$ cat src/rtl/rr_decoder_arbiter_if.sv
// Request/grant bundle shared between four requesters
// and the round-robin decoder arbiter.
interface rr_decoder_arbiter_if;
  logic [3:0] req;
  logic [1:0] sel;
  logic       en;
  logic [3:0] gnt;
  logic       busy;

  modport master (
    output req,
    input  sel,
    input  en,
    input  gnt,
    input  busy
  );

  modport slave (
    input  req,
    output sel,
    output en,
    output gnt,
    output busy
  );
endinterface

$ cat src/rtl/rr_decoder_arbiter.sv
// Round-robin owner of a 2-to-4 decoder group (A/E/D)
// with a bounded tenure per grant.
module rr_decoder_arbiter #(
  parameter int MAX_HOLD = 8,
  parameter int CNT_W    = 8
) (
  input logic                 clk,
  input logic                 rst_n,
  rr_decoder_arbiter_if.slave bus
);

  typedef enum logic {
    IDLE,
    GRANT
  } state_t;

  state_t           state_q, state_d;
  logic [1:0]       sel_q, sel_d;
  logic [1:0]       last_q, last_d;
  logic [CNT_W-1:0] cnt_q, cnt_d;
  logic [3:0]       gnt_q, gnt_d;

  logic [1:0] ptr;
  logic [1:0] win;
  logic [7:0] dbl;
  logic [3:0] rot;
  logic       any;
  logic       rel;

  assign ptr = (state_q == GRANT) ? sel_q : last_q;
  assign any = |bus.req;
  assign dbl = {bus.req, bus.req};

  // rot[j] is the candidate j+1 places after ptr; ptr itself is rot[3]
  always_comb begin
    rot = dbl[4'(3'(ptr) + 3'd1) +: 4];
    win = ptr;
    for (int j = 3; j >= 0; j--) begin
      if (rot[j]) win = ptr + 2'(j + 1);
    end
  end

  assign rel = !bus.req[sel_q] ||
               (cnt_q == CNT_W'(MAX_HOLD - 1));

  always_comb begin
    state_d = state_q;
    sel_d   = sel_q;
    last_d  = last_q;
    cnt_d   = cnt_q;
    unique case (state_q)
      IDLE: begin
        if (any) begin
          state_d = GRANT;
          sel_d   = win;
          cnt_d   = '0;
        end
      end
      GRANT: begin
        unique case (1'b1)
          rel && any: begin
            last_d = sel_q;
            sel_d  = win;
            cnt_d  = '0;
          end
          rel && !any: begin
            last_d  = sel_q;
            state_d = IDLE;
            cnt_d   = '0;
          end
          !rel: begin
            cnt_d = cnt_q + 1'b1;
          end
        endcase
      end
      default: state_d = IDLE;
    endcase
  end

  assign gnt_d = (state_d == GRANT) ? (4'b0001 << sel_d)
                                    : 4'b0000;

  always_ff @(posedge clk) begin
    if (!rst_n) begin
      state_q <= IDLE;
      sel_q   <= 2'd0;
      last_q  <= 2'd3;
      cnt_q   <= '0;
      gnt_q   <= 4'b0000;
    end else begin
      state_q <= state_d;
      sel_q   <= sel_d;
      last_q  <= last_d;
      cnt_q   <= cnt_d;
      gnt_q   <= gnt_d;
    end
  end

  assign bus.sel  = sel_q;
  assign bus.en   = (state_q == GRANT);
  assign bus.busy = (state_q == GRANT);
  assign bus.gnt  = gnt_q;

endmodule
$ cat src/flat_wrapper.sv
// flat-port wrapper written by rule: the top's interface ports become plain ports
module rr_decoder_arbiter_flat 
#(
  parameter int MAX_HOLD = 8,
  parameter int CNT_W    = 8
)
  (clk, rst_n, bus_req, bus_sel, bus_en, bus_gnt, bus_busy);
  rr_decoder_arbiter_if bus_i ();
  input logic clk;
  input logic rst_n;
  input wire logic [$bits(bus_i.req)-1:0] bus_req;
  output wire logic [$bits(bus_i.sel)-1:0] bus_sel;
  output wire logic [$bits(bus_i.en)-1:0] bus_en;
  output wire logic [$bits(bus_i.gnt)-1:0] bus_gnt;
  output wire logic [$bits(bus_i.busy)-1:0] bus_busy;
  assign bus_i.req = bus_req;
  assign bus_sel = bus_i.sel;
  assign bus_en = bus_i.en;
  assign bus_gnt = bus_i.gnt;
  assign bus_busy = bus_i.busy;
  rr_decoder_arbiter #(.MAX_HOLD(MAX_HOLD), .CNT_W(CNT_W)) u_core (.clk(clk), .rst_n(rst_n), .bus(bus_i));
endmodule
$ cat config.mk
export PLATFORM = sky130hd
export DESIGN_NAME = rr_decoder_arbiter_flat
export DESIGN_NICKNAME = d
export VERILOG_FILES = /design/src/rtl/rr_decoder_arbiter_if.sv /design/src/rtl/rr_decoder_arbiter.sv /design/src/flat_wrapper.sv
export SDC_FILE = /design/constraint.sdc
export NUM_CORES = 1
export LEC_CHECK = 0
export CORE_ASPECT_RATIO = 1.75
export CORE_MARGIN = 10
export CORE_UTILIZATION = 35
export CTS_CLUSTER_SIZE = 30
export DETAILED_ROUTE_END_ITERATION = 8
export GPL_TIMING_DRIVEN = 0
export SYNTH_ARGS = -nofsm -noshare
export SYNTH_HDL_FRONTEND = slang
export SYNTH_SLANG_ARGS = --single-unit
$ cat constraint.sdc
create_clock -name clk -period 3 [get_ports clk]
set_clock_uncertainty 0.1 [all_clocks]
set_input_delay 0.6 -clock clk [delete_from_list [all_inputs] [get_ports clk]]
set_output_delay 0.6 -clock clk [all_outputs]
set_load 0.1 [all_outputs]
==> results.md <==
- Flip-flop and latch count after synthesis: 17
- RSZ-0062 raised after global routing: false
- Switching portion of total power: 38.80%
- Critical Path RT: 2.30 ns
- Final Hold Violating Endpoints: 0
- Max-Cap Viols: 0
- DRC viols: 0
- Max VDD drop: 0.0002629 V
- Vias in the first global route: 881
- Global-route wire length before repair: 3.843 mm
- Seq pwr share: 38.9%
- Ys async rst share: 0%
- Highest achievable clock rate: 372.4 MHz
- Maximum root-to-sink buffer count: 2
- Post-synth EDFFs: 0
- Die X: 58.41 um
- Post-CTS resize count: 0
- Distinct cells, synth: 36
- CTS tree: done
- Syn Nets: 113
- Starting Density: 36.24%
- Area grow syn2layout: 23.13%
- Fraction of layout cells with a size suffix above 1: 10.57%
- Post-CTS Hold Fix Bufs: 0
- Synth top area share: 37.67%
- Mapped Area: 903.4 sq um
- H-tree depth: 1
- Status: complete, no violations
- Final min period: 2.686 ns
- Setup crit end: bus_sel[0]
- Crit path cell chain: clkdlybuf4s50_1
- Post-DR wirelength/cell: 14.68 um
- Clk_lat worst skew: 0.25 ns
- Postcts setup bufs: 0
- Worst Tran Pin Value: 0.9818 ns
- Power Density: 600.3 nW/um^2
- Slew Viols, Final: 0
- TNS Setup: 0 ns
- Placer Congestion: 0.8028
- Critical setup path kind: reg -> out
- Total power: 0.6678 mW
- Clock power frac: 25.3%
- Register area share after synthesis: 37.67%
- R2r endpoint: u_core.cnt_q[7]
- # rows: 24
- FILL cells: 246
- Synth warn: 0
- Post-synthesis cell count: 106
- Via count: 838
- First-pass iteration count of the detailed router: 4
- CP startpoint: u_core.bus.sel[0]
- Final Setup Violations: 0
- Area contributors post-synth: dfxtp_1 38%, nor2_1 5.4%, nand3_1 4.4%
- Initial antenna violation count: 0
- All-layer global routing usage: 9.225%
- Clock-pin transition on the worst setup and hold timing paths: 0.07 ns
- Worst setup EP type: output pin
- Root Driver: clkbuf_8
- Commonest cells in the netlist: 17 x dfxtp_1, 13 x nor2_1, 8 x nand2_1, 8 x nand3_1, 7 x o21ai_0
- R2r setup slk: 0.84 ns
- Critical Path Max Stage Delay: 1.21 ns
- Net switching power of the design: 0.2591 mW
- WP buf/inv: 1
- Diodes inserted: 0
- Critical path depth: 1
- Int Pwr: 0.4087 mW
- Avg Vias per Cell: 5.624
- Nets@finish: 131
- Max FO, Critical Path: 9
- Total wire length: 2.187 mm
- Top delay family on crit path: buffers and inverters
- Dpl hpwl: 1.734 mm
- RR Startpoint: u_core.bus.sel[1]
- Mean Syn Cell Area: 8.522 sq um
- Slew headroom: 34.34%
- Hold Crit Class: reg -> reg
- Die Y: 87.21 um
- IO buf count: 13
- CP arrival: 1.99 ns
- Num ports: 14
- Final ANT Viol Nets: 0
- TritonCTS Sinks: 17
- Placeable Area: 2492 sq um
- P_leak: 0.4199 nW
- 1st-iter DRT viols: 26
- Worst R2R Path Depth: 5
- Synth area leader: dfxtp_1
- Primary FF master, synth: dfxtp_1
- CP Launch Type: register
- Hold Startpoint: u_core.last_q[0]
- Slowest CP cell: clkdlybuf4s50_1
- Gate power share: 35.9%
- Fin crit share: 89.52%
- Final Util: 44.63%
- Largest net degree at the start of global routing: 11
- Die ar.: 5093 sq um
- Count leader, synth: dfxtp_1
- Inserted Clock Buffers: 3
- Grt total ovfl: 0
## flip-flops by register name (all words and copies together) (netlist names)
signal and flops:
u_core.bus.busy 1, u_core.bus.gnt 4, u_core.bus.sel 2, u_core.cnt_q 8
u_core.last_q 2
## cell usage in the layout, fill, tap and decap left out, types with 2 or more instances in the layout
cell	Yosys	final
o211ai_1	3	3
dfxtp_1	17	17
clkdlybuf4s50_1	0	13
o21ai_0	7	7
nor2b_1	3	3
nand2_1	8	8
and3_1	4	4
a21oi_1	6	6
nand2b_1	2	2
o32ai_1	3	3
nand3b_1	2	2
clkbuf_8	0	3
inv_1	2	2
mux2i_1	2	2
or3_1	3	3
mux2_2	2	2
nand3_1	8	8
nor2_1	13	13
nor3b_1	2	2
## layout make-up
cell class	instances	area (sq um)	share of cell area (%)
repair buffers	13	130.1	11.70
flip-flops and latches	17	340.3	30.60
plain buffers	4	27.53	2.475
multi-input cells	82	524.3	47.13
clock buffers	3	41.29	3.712
clock inverters	1	5.005	0.4499
inverters	3	11.26	1.012
well taps	26	32.53	2.925
## layer usage
layer,wire (um),global-route usage (%),part of all wire (%),up-vias
met1,827,8.600,38,393
met3,153,3.070,7.0,4
met4,40,4.936,1.8,0
met5,0,0,0,-
li1,-,-,-,422
met2,1165,16.78,53,19
## worst min-delay path, cell delays in order (launching register included)
cell and delay, ns:
dfxtp_1 0.31, nand2_1 0.05, nand3_1 0.06
## power by group through the flow
stage | logic [mW] | clock network [mW] | registers (mW)
after detailed placement | 0.240 | 0 | 0.265
after CTS | 0.241 | 0.177 | 0.260
after floorplan | 0.0934 | 0 | 0.352
after global routing | 0.257 | 0.185 | 0.262
final | 0.240 | 0.169 | 0.259
after global placement | 0.236 | 0 | 0.264
## worst min-delay path by stage
| stage | endpoint | cells past startpoint |
|---|---|---|
| after floorplan | u_core.last_q[1] | 2 |
| after global placement | u_core.last_q[1] | 2 |
| after detailed placement | u_core.last_q[0] | 2 |
| after CTS | u_core.last_q[0] | 2 |
| after global routing | u_core.last_q[0] | 2 |
| final | u_core.last_q[0] | 2 |
## stage by stage
stage                     hold WS (ns)  area (sq um)  cells  setup WS (ns)
after CTS                       0.3780          1112    149         0.3044
after floorplan                 0.3340         903.4    106         0.3792
after global placement          0.3466          1066    145         0.3368
after global routing            0.4101          1112    149         0.2586
after detailed placement        0.3634          1066    145         0.3027
final                           0.3753          1112    149         0.3144
## cell families after synthesis
family	Yosys count	share of synthesized area, %
AO/OA/AOI/OAI	25	19.39
adder cells (fa/ha/maj)	1	1.385
buffers and inverters	7	4.293
flip-flops	17	37.67
multiplexers	5	7.202
AND/OR/NAND/NOR	51	30.06
No activity file was read; power rests on OpenSTA's default activity.
